$ cat config.mk
export PLATFORM = sky130hd
export DESIGN_NAME = divisor_frecuencia_flat
export DESIGN_NICKNAME = d
export VERILOG_FILES = /design/src/rtl/divisor_frecuencia_if.sv /design/src/rtl/divisor_frecuencia.sv /design/src/flat_wrapper.sv
export SDC_FILE = /design/constraint.sdc
export NUM_CORES = 1
export LEC_CHECK = 0
export CORE_MARGIN = 3
export CORE_UTILIZATION = 50
export CTS_BUF_LIST = sky130_fd_sc_hd__clkbuf_2
export DETAILED_ROUTE_END_ITERATION = 8
export PLACE_DENSITY_LB_ADDON = 0.3
export SLEW_MARGIN = 30
export SYNTH_ARGS = -nofsm -noshare
export SYNTH_HDL_FRONTEND = slang
export SYNTH_SLANG_ARGS = --single-unit
$ cat constraint.sdc
create_clock -name clock -period 4.2 [get_ports clock]
set_input_delay 1.26 -clock clock [delete_from_list [all_inputs] [get_ports clock]]
set_output_delay 1.26 -clock clock [all_outputs]
set_load 0.02 [all_outputs]
$ cat src/rtl/divisor_frecuencia_if.sv
// Control/status bundle of the frequency divider: run enable in, divided clock and period strobe out.
interface divisor_frecuencia_if;
  logic habilitar;
  logic salida;
  logic pulso;

  modport master (output habilitar, input salida, input pulso);
  modport slave  (input habilitar, output salida, output pulso);
endinterface

$ cat src/rtl/divisor_frecuencia.sv
// Divides clock by DIVISOR: salida is the registered divided clock, pulso strobes once per salida period.
// Defining DIVISOR_FRECUENCIA_ODD50_EN gives odd DIVISOR a 50% duty through a falling-edge stage.
module divisor_frecuencia #(
  parameter int unsigned DIVISOR = 50000000,
  parameter int unsigned ANCHO   = $clog2(DIVISOR)
) (
  input logic                 clock,
  input logic                 reset,
  divisor_frecuencia_if.slave bus
);

  if (DIVISOR < 2) begin : g_divisor_invalido
    $error("divisor_frecuencia: DIVISOR must be at least 2");
  end
  if (ANCHO < $clog2(DIVISOR)) begin : g_ancho_invalido
    $error("divisor_frecuencia: ANCHO too small to hold DIVISOR-1");
  end

  localparam logic [ANCHO-1:0] ULTIMO = ANCHO'(DIVISOR - 1);
  // First count value of the high phase: low lasts ceil(N/2) counts.
  localparam logic [ANCHO-1:0] UMBRAL = ANCHO'(DIVISOR - DIVISOR / 2);

  logic [ANCHO-1:0] c;
  logic [ANCHO-1:0] c_sig;
  logic             alto;
  logic             pulso_q;

  always_comb begin
    c_sig = c;
    if (bus.habilitar) begin
      c_sig = (c == ULTIMO) ? '0 : c + ANCHO'(1);
    end
  end

  // salida is taken from the next count so it is a clean flop output, never decoded from c.
  always_ff @(posedge clock or posedge reset) begin
    if (reset) begin
      c       <= '0;
      alto    <= 1'b0;
      pulso_q <= 1'b0;
    end else begin
      c       <= c_sig;
      alto    <= (c_sig >= UMBRAL);
      pulso_q <= bus.habilitar && (c == ULTIMO);
    end
  end

  assign bus.pulso = pulso_q;

`ifdef DIVISOR_FRECUENCIA_ODD50_EN
  if (DIVISOR % 2 == 1) begin : g_impar
    localparam logic [ANCHO-1:0] ANTES = UMBRAL - ANCHO'(1);
    logic adelanto;

    // Raises salida half a clock early; it overlaps alto for half a cycle so the OR cannot glitch.
    always_ff @(negedge clock or posedge reset) begin
      if (reset) begin
        adelanto <= 1'b0;
      end else begin
        adelanto <= bus.habilitar && (c == ANTES);
      end
    end

    assign bus.salida = alto | adelanto;
  end else begin : g_par
    assign bus.salida = alto;
  end
`else
  assign bus.salida = alto;
`endif

endmodule

$ cat src/flat_wrapper.sv
// flat-port wrapper written by rule: the top's interface ports become plain ports
module divisor_frecuencia_flat 
#(
  parameter int unsigned DIVISOR = 50000000,
  parameter int unsigned ANCHO   = $clog2(DIVISOR)
)
  (clock, reset, bus_habilitar, bus_salida, bus_pulso);
  divisor_frecuencia_if bus_i ();
  input logic clock;
  input logic reset;
  input wire logic [$bits(bus_i.habilitar)-1:0] bus_habilitar;
  output wire logic [$bits(bus_i.salida)-1:0] bus_salida;
  output wire logic [$bits(bus_i.pulso)-1:0] bus_pulso;
  assign bus_i.habilitar = bus_habilitar;
  assign bus_salida = bus_i.salida;
  assign bus_pulso = bus_i.pulso;
  divisor_frecuencia #(.DIVISOR(DIVISOR), .ANCHO(ANCHO)) u_core (.clock(clock), .reset(reset), .bus(bus_i));
endmodule
==> flow_summary.toml <==
[run_status]
status = "finished, final reports clean"

[global_route]
grt_max_degree = 29
grt_pass1_wl_um = 4970
antenna_found_initial = 0
grtUsageTotal_pct = 18.1
globalRouteOverflowTotal = 0
grt_pass1_vias = 1065

[detailed_routing]
drt_iter0_markers = 85
post_drt_wl_per_cell_um = 15.7
vias_per_cell = 5.97
drcViolationCount = 0
routed_wl_um = 3040
num_vias = 1158
first_pass_iters = 4
antenna_left = 0

[setup_path]
cp-start-kind = "input pin"
path_class = "in -> reg"
worst_ep_required_time_ns = 4.48
worst_setup_path_end_kind = "flip-flop"
worst-endpoint-arrival_ns = 3.40
path_max_fanout = 8

[layout]
fin_util_pct = 56.6
antennaDiodeCount = 0
drive_gt1_share_pct = 7.36
num-nets-final = 168
area_growth_pct = 4.96

[synth]
ys_seq_area_share_pct = 45.5
synth_seq_cells = 28
syn_area_mm2 = 0.00154
synth_warnings = 0
netlist_top_cells_area = "dfrtp_1 (46%), xnor2_1 (8.5%), xor2_1 (5.7%)"
syn_avg_cell_area_um2 = 9.62
synth_top_cell_area_share_pct = 45.5
synth_cell_types = 33
netlist_instances = 160
synth_fp_nets = 164
synth_edf_count = 0
synth_top_cell_by_area = "dfrtp_1"
synth_top_flop_cell = "dfrtp_1"
async_reset_ff_share_pct = 100

[timing]
worst_slew_pin_slew_ns = 0.576
tns_ns = 0
finalWorstSetupSlack_ns = 1.08
rsz0062_at_grt = "false"
fmax_mhz = 321
slew_headroom_pct = 61.5
timing.hold.ws_ns = 0.559
min_period_over_period_pct = 74.2
finalCriticalPeriod_ns = 3.12
setup_violations = 0
drv_slew = 0
hold_viol = 0
finClkSkew_ns = 0.00271

[placed_design]
place.gp.congestion = 0.931
place_ws_ns = 0.663
portBuffers = 4
dpl.hpwl_um = 2250

[pwr]
powerDensity_mw_per_mm2 = 334
power_uw = 540
peakVddDrop_uv = 309
power_leakage_nw = 0.697

[die]
rows = 19
chipWidth_um = 61.5
core_area_mm2 = 0.00285
dieArea_mm2 = 0.00378
initial_utilization_pct = 53.9
die_y_um = 61.5
ios = 5

[clock_tree]
post_cts_buffers = 0
clock_latency_ns = 0.36
numCtsBuffers = 3
root_buffer = "clkbuf_2"
clockBufferDepth = 2
cts_htree_levels = 1
hold_buffers = 0
clkTransAtPathRegs_ns = 0.25
cts.sinks = 28
cts_resized = 0
cts_tree = "yes"

[worst_hold_path]
min_path_type = "reg -> reg"

[flow_run]
maxCapViolCount = 0
-- worst max-delay path, cell delays in order --
cell and delay, ns:
clkdlybuf4s50_1 0.60, nand4_2 0.28, or3_4 0.44, nor3_2 0.28, nor2b_1 0.11, o21ai_0 0.16, and3_1 0.18, nand3_1 0.07
-- metrics by stage --
step,std cells,instance area (um^2)
2_1_floorplan,160,1540
3_5_place_dp,190,1600
6_report,194,1620
5_1_grt,194,1620
4_1_cts,194,1620
3_3_place_gp,190,1600
-- synthesized netlist by cell type (3+ instances only) --
library cell	instances
xnor2_1	15
nor3_1	6
xor2_1	10
and3_1	7
nor4_1	3
buf_2	4
nand4_1	4
nand2_1	12
inv_1	4
nor2_1	22
dfrtp_1	28
nand3_1	16
-- cell usage in the layout (no fill, tap or decap), drive strengths merged, types with 3 or more instances in the layout --
cell type and count:
nor3 8, xor2 10, xnor2 15, clkdlybuf4s50 4, inv 4, and3 7
nor4 4, nand2 12, nand4 6, nor2 22, clkbuf 3, dfrtp 28
nand3 16, or3 3
-- cells by family after synthesis --
logic type,share of synthesized area [%]
and+or+nand+nor,32.9
muxes,1.30
DFF,45.5
buffers and inverters,2.84
adders and majority gates,0.813
xor gates and xnor gates,14.2
AOI/OAI and AO/OA,2.36
-- area by class of cell --
type / instances / area (um^2)
Clock buffer: 3 / 15.0
Fill cell: 245 / 1240
Clock inverter: 1 / 3.75
Sequential cell: 28 / 701
Multi-Input combinational cell: 122 / 795
Tap cell: 31 / 38.8
Timing Repair Buffer: 5 / 47.5
Inverter: 4 / 15.0
-- report_power, final --
group / leakage, nW / switching [mW] / internal, mW
registers: 0.369 / 0.0495 / 0.302
logic: 0.314 / 0.0465 / 0.0436
clock network: 0.0140 / 0.0774 / 0.0207
-- flip-flops by register name, summed over array words and instances (netlist names) --
register           cells
u_core.c              26
u_core.bus.pulso       1
u_core.bus.salida      1
-- final timing paths --
check,from,to,slack (ns),cells after the start
worst max-delay path,bus_habilitar,u_core.bus.salida$_DFF_PP0_,1.08,8
worst min-delay path,u_core.c[2]$_DFF_PP0_,u_core.c[2]$_DFF_PP0_,0.56,1
worst max register to register,u_core.c[9]$_DFF_PP0_,u_core.bus.salida$_DFF_PP0_,2.03,7
worst min register to register,u_core.c[2]$_DFF_PP0_,u_core.c[2]$_DFF_PP0_,0.56,1
max in group asynchronous,reset,u_core.c[19]$_DFF_PP0_,2.60,2
min in group asynchronous,reset,u_core.bus.pulso$_DFF_PP0_,1.23,2
-- metal layers --
metal  vias to the layer above  track usage (%)  wire (um)
met1                       557             26.0       1470
met2                        33             26.9       1360
li1                        561                -          -
met5                         -                0          0
met4                         0             8.18         71
met3                         7             2.52        138
No activity file was read; power rests on OpenSTA's default activity.
